## src/rtl/memctrl_arb.sv

```systemverilog
// memctrl_arb: byte-serial main-memory controller for the CPU core.
//
// It arbitrates between instruction fetch (IF) and the load/store buffer (LS) and drives a
// single-port 8-bit RAM/IO bus. Transfers are 1, 2 or 4 bytes, little-endian. Stores to the
// IO region stall while the UART buffer is full. LS gets at most LS_BURST_MAX consecutive
// grants while IF is waiting.
//
// Optional feature macro: MEMCTRL_SIGN_EXT_EN
//   When it is defined, byte/half loads with ls_unsigned=0 are sign-extended. When it is
//   undefined, every load is zero-extended and the LSB does the extension.
//
// Ports:
//   clk_in, rst_in (sync, active-low), rdy_in (global enable), clear (pipeline flush)
//   mem_din/mem_dout/mem_a/mem_wr : RAM/IO bus (read data valid the cycle after address)
//   io_buffer_full                : UART buffer full, stalls IO-region stores
//   if_enable/inst_addr -> if_ready/inst            : instruction fetch
//   ls_enable/is_write/ls_addr/store_val/ls_size/ls_unsigned -> ls_finished/load_val : LSB
module memctrl_arb #(
  parameter int unsigned MEM_ADDR_BITS = 18,
  parameter logic [31:0] IO_BASE       = 32'h0003_0000,
  parameter int unsigned LS_BURST_MAX  = 2
) (
  input  logic        clk_in,
  input  logic        rst_in,
  input  logic        rdy_in,
  input  logic        clear,
  input  logic [7:0]  mem_din,
  output logic [7:0]  mem_dout,
  output logic [31:0] mem_a,
  output logic        mem_wr,
  input  logic        io_buffer_full,
  input  logic        if_enable,
  input  logic [31:0] inst_addr,
  output logic        if_ready,
  output logic [31:0] inst,
  input  logic        ls_enable,
  input  logic        is_write,
  input  logic [31:0] ls_addr,
  input  logic [31:0] store_val,
  input  logic [1:0]  ls_size,
  input  logic        ls_unsigned,
  output logic        ls_finished,
  output logic [31:0] load_val
);

  localparam logic [31:0] AddrMask = (MEM_ADDR_BITS >= 32) ? 32'hFFFF_FFFF
                                   : ((32'd1 << MEM_ADDR_BITS) - 32'd1);
  localparam logic [3:0]  BurstMax = 4'(LS_BURST_MAX);

  typedef enum logic [1:0] {StIdle, StRead, StWrite, StDone} state_e;

  state_e      state_q, state_d;
  logic        owner_ls_q, owner_ls_d;
  logic        write_q, write_d;
  logic [31:0] base_q, base_d;
  logic [2:0]  k_q, k_d;
  logic [2:0]  idx_q, idx_d;
  logic [31:0] data_q, data_d;
  logic [3:0]  burst_q, burst_d;
  logic        held_q, held_d;
  logic [31:0] inst_q, inst_d;
  logic [31:0] load_val_q, load_val_d;
`ifdef MEMCTRL_SIGN_EXT_EN
  logic        ld_unsigned_q, ld_unsigned_d;
`else
  logic        unused_ls_unsigned;
  assign unused_ls_unsigned = ls_unsigned;
`endif

  logic [31:0] cur_addr;
  logic [31:0] ext_val;
  logic [1:0]  cap_sel;
  logic        io_stall;
  logic        grant_ls;
  logic        done_pulse;

  function automatic logic [2:0] size_to_k(input logic [1:0] sz);
    case (sz)
      2'd0:    return 3'd1;
      2'd1:    return 3'd2;
      default: return 3'd4;
    endcase
  endfunction

  assign cur_addr   = base_q + 32'(idx_q);
  assign cap_sel    = 2'(idx_q - 3'd1);
  assign io_stall   = (state_q == StWrite) && (base_q >= IO_BASE) && io_buffer_full;
  assign grant_ls   = ls_enable && !((burst_q == BurstMax) && if_enable);
  // A flush during a read's done cycle swallows the pulse; stores always report.
  assign done_pulse = rdy_in && (state_q == StDone) && (write_q || !clear);

  always_comb begin
    ext_val = data_q;
`ifdef MEMCTRL_SIGN_EXT_EN
    if (!ld_unsigned_q) begin
      if (k_q == 3'd1)      ext_val = {{24{data_q[7]}}, data_q[7:0]};
      else if (k_q == 3'd2) ext_val = {{16{data_q[15]}}, data_q[15:0]};
    end
`endif
  end

  always_comb begin
    state_d    = state_q;
    owner_ls_d = owner_ls_q;
    write_d    = write_q;
    base_d     = base_q;
    k_d        = k_q;
    idx_d      = idx_q;
    data_d     = data_q;
    burst_d    = burst_q;
    held_d     = held_q;
    inst_d     = inst_q;
    load_val_d = load_val_q;
`ifdef MEMCTRL_SIGN_EXT_EN
    ld_unsigned_d = ld_unsigned_q;
`endif
    if (rdy_in) begin
      unique case (state_q)
        StIdle: begin
          idx_d  = '0;
          held_d = 1'b0;
          if (clear) begin
            burst_d = '0;
          end else if (grant_ls) begin
            state_d    = is_write ? StWrite : StRead;
            owner_ls_d = 1'b1;
            write_d    = is_write;
            base_d     = ls_addr;
            k_d        = size_to_k(ls_size);
            data_d     = is_write ? store_val : '0;
            burst_d    = if_enable ? burst_q + 4'd1 : '0;
`ifdef MEMCTRL_SIGN_EXT_EN
            ld_unsigned_d = ls_unsigned;
`endif
          end else if (if_enable) begin
            state_d    = StRead;
            owner_ls_d = 1'b0;
            write_d    = 1'b0;
            base_d     = inst_addr;
            k_d        = 3'd4;
            data_d     = '0;
            burst_d    = '0;
          end
        end
        StRead: begin
          held_d = 1'b0;
          if (clear) begin
            state_d = StIdle;
            burst_d = '0;
          end else begin
            // mem_din carries the byte addressed in the previous cycle.
            if (idx_q != 3'd0 && !held_q) data_d[{cap_sel, 3'b000} +: 8] = mem_din;
            if (idx_q == k_q) state_d = StDone;
            else              idx_d   = idx_q + 3'd1;
          end
        end
        StWrite: begin
          // A committed store is never abandoned; clear only resets fairness.
          if (clear) burst_d = '0;
          if (!io_stall) begin
            if (idx_q == k_q - 3'd1) state_d = StDone;
            else                     idx_d   = idx_q + 3'd1;
          end
        end
        StDone: begin
          state_d = StIdle;
          if (clear) burst_d = '0;
          if (done_pulse) begin
            if (!owner_ls_q)    inst_d     = data_q;
            else if (!write_q)  load_val_d = ext_val;
          end
        end
      endcase
    end else if (state_q == StRead && idx_q != 3'd0 && !held_q) begin
      // Frozen: the bus keeps the address, so mem_din moves on to the next byte after this
      // cycle. Grab the pending byte now and skip the capture on the resume edge.
      data_d[{cap_sel, 3'b000} +: 8] = mem_din;
      held_d = 1'b1;
    end
  end

  always_ff @(posedge clk_in) begin
    if (!rst_in) begin
      state_q    <= StIdle;
      owner_ls_q <= 1'b0;
      write_q    <= 1'b0;
      base_q     <= '0;
      k_q        <= 3'd1;
      idx_q      <= '0;
      data_q     <= '0;
      burst_q    <= '0;
      held_q     <= 1'b0;
      inst_q     <= '0;
      load_val_q <= '0;
`ifdef MEMCTRL_SIGN_EXT_EN
      ld_unsigned_q <= 1'b0;
`endif
    end else begin
      state_q    <= state_d;
      owner_ls_q <= owner_ls_d;
      write_q    <= write_d;
      base_q     <= base_d;
      k_q        <= k_d;
      idx_q      <= idx_d;
      data_q     <= data_d;
      burst_q    <= burst_d;
      held_q     <= held_d;
      inst_q     <= inst_d;
      load_val_q <= load_val_d;
`ifdef MEMCTRL_SIGN_EXT_EN
      ld_unsigned_q <= ld_unsigned_d;
`endif
    end
  end

  always_comb begin
    mem_a    = '0;
    mem_dout = '0;
    mem_wr   = 1'b0;
    // During the final read cycle (idx == k) only the last byte is captured; no address.
    if ((state_q == StRead && idx_q < k_q) || state_q == StWrite) mem_a = cur_addr & AddrMask;
    if (state_q == StWrite) begin
      mem_dout = data_q[{idx_q[1:0], 3'b000} +: 8];
      mem_wr   = rdy_in && !io_stall;
    end
  end

  assign if_ready    = done_pulse && !owner_ls_q;
  assign ls_finished = done_pulse && owner_ls_q;
  assign inst        = if_ready ? data_q : inst_q;
  assign load_val    = (ls_finished && !write_q) ? ext_val : load_val_q;

endmodule

```

## config.mk

```make
export PLATFORM = sky130hd
export DESIGN_NAME = memctrl_arb
export DESIGN_NICKNAME = d
export VERILOG_FILES = /design/src/rtl/memctrl_arb.sv
export SDC_FILE = /design/constraint.sdc
export NUM_CORES = 1
export LEC_CHECK = 0
export CAP_MARGIN = 20
export CORE_MARGIN = 5
export CORE_UTILIZATION = 40
export DETAILED_ROUTE_END_ITERATION = 6
export PLACE_DENSITY = 0.69
export SYNTH_ARGS = -nofsm -noshare
export SYNTH_HDL_FRONTEND = slang
export SYNTH_SLANG_ARGS = --single-unit
```

## constraint.sdc

```tcl
create_clock -name clk_in -period 3.65 [get_ports clk_in]
set_input_delay 0.5475 -clock clk_in [delete_from_list [all_inputs] [get_ports clk_in]]
set_output_delay 0.5475 -clock clk_in [all_outputs]
set_load 0.03 [all_outputs]
```

==> results of run 1 <==
## stage by stage
stage,util [%],power (W),hold WS (ns),setup slack [ns]
2_1_floorplan,-,0.00227,0.452,0.892
3_3_place_gp,51.9,0.00255,0.468,0.318
3_5_place_dp,51.9,0.00257,0.472,0.277
4_1_cts,55.1,0.00440,0.480,0.201
5_1_grt,55.2,0.00456,0.521,0.0705
6_report,55.2,0.00437,0.478,0.233
## state kept, by name, indices dropped and copies added, names as in the netlist
signal      flops
held_q          1
base_q         32
burst_q         4
k_q             3
data_q         32
idx_q           3
inst_q         32
write_q         1
owner_ls_q      1
load_val_q     32
state_q         2
## cell usage after synthesis (all sizes together) (2+ instances only)
library cell,number
dfxtp,143
a21oi,96
and2,74
mux2,64
nand2,50
nor2,40
o21ai,40
buf,37
nor2b,36
clkbuf,35
mux2i,34
o211a,32
nand3,25
ha,20
nand2b,18
inv,16
xor2,11
a31oi,9
xnor2,9
mux4,8
nand4,7
nor3,6
nor4,6
a211oi,3
or3,3
a21boi,2
a21o,2
and3,2
nand4b,2
nor3b,2
nor4b,2
o22ai,2
o31ai,2
## power by group
part / total, W / internal, W / switching [W] / leakage, nW
Sequential: 0.00176 / 0.00165 / 0.000115 / 1.16
Clock: 0.00183 / 0.00113 / 0.000699 / 0.307
Combinational: 0.000771 / 0.000361 / 0.000411 / 3.10
## layer usage
metal	GRT usage, %	part of all wire (%)	vias to the layer above
met5	0	0	-
met4	4.44	1.0	0
met3	6.92	9.4	16
met2	32.0	47	236
met1	24.8	43	3100
li1	-	-	3324
## area by class of cell
type | instances | area (sq um)
antenna | 1 | 2.50
clock buffer | 20 | 467
clock inverter | 12 | 156
fill | 1795 | 8700
inverter | 16 | 60.1
multi-input combinational | 633 | 4620
sequential | 143 | 2860
tap | 265 | 332
timing repair buffer | 225 | 2200
## worst max-delay path: cells and delay by family (launching register included)
| kind | cells | cell delay, ns |
|---|---|---|
| adders and majority gates | 1 | 0.27 |
| AOI/OAI and AO/OA | 1 | 0.13 |
| DFF | 1 | 0.50 |
| and+or+nand+nor | 3 | 0.69 |
| xor gates and xnor gates | 1 | 0.16 |
| buffers and inverters | 1 | 0.69 |
## cell families after synthesis
logic type	share of synthesized area, %
compound gates	15.5
buf+inv	5.81
flops	36.4
mux	17.2
simple gates	19.0
xor+xnor	2.51
other cells	0.0477
fa+ha+maj	3.44
## worst paths after layout
check                to      from
max           mem_a[12]  idx_q[1]
min             write_q   write_q
max reg2reg  data_q[14]  idx_q[1]
min reg2reg     write_q   write_q
==> impl_metrics.json, run 1 <==
{
  "slew_headroom_pct": 48.5,
  "fin_crit_sh_pct": 93.6,
  "syn_to_final_growth_pct": 36.1,
  "required_ns": 3.10,
  "cpMaxStageDelayCell": "clkdlybuf4s50_1",
  "overflow": 0,
  "ys_types": 57,
  "synth_ff_type": "dfxtp_1",
  "fin_nets": 1172,
  "cts_tree": "built",
  "cap_violations": 0,
  "max_stage_delay_ns": 0.69,
  "first_pass_iters": 5,
  "period_needed_ns": 3.42,
  "clk_pin_slew_ns": 0.06,
  "cts_root_buf": "clkbuf_16",
  "critical_path.cell_chain": "fa_1 -> a21oi_1 -> nor3_1 -> nand4_1 -> xor2_1 -> nor2_1 -> clkdlybuf4s50_1",
  "start_kind": "register",
  "ys_warn_count": 0,
  "grt_start_max_net_pins": 78,
  "vdd_ir_drop_max_v": 0.000269,
  "clock_skew_ns": 0.00897,
  "place_area_sq_um": 10100,
  "ant_nets": 0,
  "drt_iter0_markers": 391,
  "layout_common_cells": "186 x clkdlybuf4s50_1, 143 x dfxtp_1, 96 x a21oi_1",
  "finalNonFillerCells": 1315,
  "hold_violations": 0,
  "synthArstFlopShare_pct": 0,
  "ys_seq_elements": 143,
  "yosysTopAreaCell": "dfxtp_1",
  "die_y_um": 150,
  "crit_path_max_fanout": 6,
  "drt_wl_total_um": 22100,
  "htreeDepth": 4,
  "io_buffers": 206,
  "drive_gt1_share_pct": 14.5,
  "place_inst": 1282,
  "die_w_um": 150,
  "clk_path_buf_depth": 2,
  "fmax_ghz": 0.293,
  "timing.reg2reg.setup_slack_ns": 0.79,
  "clk_latency_ns": 0.42,
  "crit_type": "reg -> out",
  "cts_buffers": 17,
  "hold_path_class": "reg -> reg",
  "tns_ns": 0,
  "netlist_area_sq_um": 7860,
  "ys_top_cells_by_area": "dfxtp_1 36%, a21oi_1 6.1%, and2_1 5.9%",
  "stdcell_area_sq_um": 10700,
  "synth_edf_count": 0,
  "syn_area_per_cell_sq_um": 9.24,
  "first_global_vias": 6542,
  "setup_viol": 0,
  "pwr_density_cell_nw_per_um2": 408,
  "core_area_sq_um": 19400,
  "antenna_found_initial": 1,
  "ios": 222,
  "cts_resized": 0,
  "slew_violations": 0,
  "start_util_pct": 40.5,
  "rsz0062_at_grt": "false",
  "num_vias": 6676,
  "worst_pin_slew_ns": 0.770,
  "std_cell_rows": 51,
  "drc_errors": 0,
  "worstHoldPathCells": 2,
  "grt_pass1_wl_um": 34700,
  "wl_per_cell_um": 16.8,
  "viasPerCell": 5.08,
  "layout_commonest_cell": "clkdlybuf4s50_1",
  "ctsHoldBuffers": 0,
  "status": "finished, final reports clean",
  "worst_setup_path_end_kind": "output pin",
  "dp_hpwl_um": 16400,
  "cts_sinks": 143,
  "syn_inst": 851,
  "rr_worst_depth": 9,
  "cts_setup_buffers": 0,
  "routabilityCongestion": 0.847,
  "die_area_sq_um": 22600,
  "ys_seq_area_share_pct": 36.4,
  "grt.total_usage_pct": 19.5,
  "power.leakage_nw": 4.57,
  "yosysTopAreaCellShare_pct": 36.4,
  "crit_arrival_ns": 2.87
}
Power figures use the tool's default switching activity.
==> inputs of run 2 (changes only) <==
Settings changed: PLACE_DENSITY 0.69 to 0.67.
==> impl_metrics.json, run 2 (synthesized netlist as in run 1, its figures left out) <==
{
  "syn_to_final_growth_pct": 36.5,
  "clk_path_buf_depth": 2,
  "die_y_um": 150,
  "die_area_sq_um": 22600,
  "cts_buffers": 17,
  "start_util_pct": 40.5,
  "start_kind": "register",
  "slew_violations": 0,
  "fin_nets": 1172,
  "vdd_ir_drop_max_v": 0.000329,
  "drt_wl_total_um": 21700,
  "ctsHoldBuffers": 0,
  "htreeDepth": 4,
  "clock_skew_ns": 0.00596,
  "wl_per_cell_um": 16.5,
  "crit_arrival_ns": 2.85,
  "grt_start_max_net_pins": 68,
  "grt.total_usage_pct": 18.8,
  "drt_iter0_markers": 390,
  "max_stage_delay_ns": 0.70,
  "setup_slack_ns": 0.250,
  "routabilityCongestion": 0.852,
  "slew_headroom_pct": 45.2,
  "clk_pin_slew_ns": 0.06,
  "ant_nets": 0,
  "cap_violations": 0,
  "first_pass_iters": 5,
  "rsz0062_at_grt": "false",
  "dp_slack_ns": 0.312,
  "cts_resized": 0,
  "drc_errors": 0,
  "hold_violations": 0,
  "die_w_um": 150,
  "num_vias": 6615,
  "ios": 222,
  "cts_tree": "built",
  "clk_latency_ns": 0.42,
  "num_antenna_cells": 0,
  "timing.reg2reg.setup_slack_ns": 0.86,
  "tns_ns": 0,
  "power.leakage_nw": 4.56,
  "stdcell_area_sq_um": 10700,
  "place_area_sq_um": 10100,
  "critical_path.cell_chain": "fa_1 -> a21oi_1 -> nor3_1 -> nand3_1 -> xor2_1 -> nor2_1 -> clkdlybuf4s50_1",
  "layout_commonest_cell": "clkdlybuf4s50_1",
  "layout_common_cells": "190 x clkdlybuf4s50_1, 143 x dfxtp_1, 96 x a21oi_1",
  "dp_hpwl_um": 16200,
  "antenna_found_initial": 0,
  "cts_setup_buffers": 0,
  "setup_viol": 0,
  "cts_root_buf": "clkbuf_16",
  "worst_setup_path_end_kind": "output pin",
  "cts_sinks": 143,
  "cpMaxStageDelayCell": "clkdlybuf4s50_1",
  "required_ns": 3.10,
  "grt_pass1_wl_um": 33400,
  "fin_util_pct": 55.3,
  "io_buffers": 206,
  "std_cell_rows": 51,
  "status": "finished, final reports clean",
  "crit_type": "reg -> out",
  "overflow": 0,
  "first_global_vias": 6229,
  "fin_crit_sh_pct": 93.1,
  "period_needed_ns": 3.40,
  "hold_path_class": "reg -> reg",
  "crit_path_max_fanout": 6,
  "drive_gt1_share_pct": 14.0,
  "worst_pin_slew_ns": 0.819,
  "viasPerCell": 5.04,
  "fmax_ghz": 0.294,
  "pwr_density_cell_nw_per_um2": 413,
  "core_area_sq_um": 19400
}
-- run 2: layout make-up --
type | instances | area, sq um
inverter | 16 | 60.1
tap | 265 | 332
fill | 1788 | 8660
timing repair buffer | 225 | 2210
sequential | 143 | 2860
multi-input combinational | 633 | 4620
clock buffer | 18 | 439
clock inverter | 13 | 211
-- run 2: worst max-delay path, delay by kind of cell, from the launching register on --
kind / cells / cell delay, ns
buffers and inverters: 1 / 0.70
XOR/XNOR: 1 / 0.16
adder cells (fa/ha/maj): 1 / 0.27
AO/OA/AOI/OAI: 1 / 0.11
flip-flops: 1 / 0.49
AND/OR/NAND/NOR: 3 / 0.70
-- run 2: power by group --
group	internal (W)	leakage, nW	total (W)	switching, W
Clock	0.00123	0.305	0.00191	0.000678
Sequential	0.00165	1.16	0.00176	0.000115
Combinational	0.000362	3.09	0.000766	0.000405
-- run 2: final timing paths --
kind	from	end	cells past startpoint
worst min-delay path	write_q	write_q	2
worst max register to register	idx_q[1]	data_q[20]	9
worst max-delay path	idx_q[1]	mem_a[16]	7
worst min register to register	write_q	write_q	2
-- run 2: routing by layer --
layer / GRT usage (%) / share of wire, % / vias to the layer above
met5: 0 / 0 / -
met4: 4.07 / 1.0 / 0
met3: 6.56 / 9.7 / 20
met2: 30.1 / 46 / 251
met1: 24.8 / 44 / 3032
li1: - / - / 3312
-- run 2: metrics by stage --
| stage | power (W) | instances | hold WS, ns |
|---|---|---|---|
| 2_1_floorplan | 0.00227 | 864 | 0.452 |
| 3_3_place_gp | 0.00256 | 1282 | 0.467 |
| 3_5_place_dp | 0.00256 | 1282 | 0.474 |
| 4_1_cts | 0.00449 | 1313 | 0.482 |
| 5_1_grt | 0.00464 | 1313 | 0.501 |
| 6_report | 0.00444 | 1313 | 0.482 |
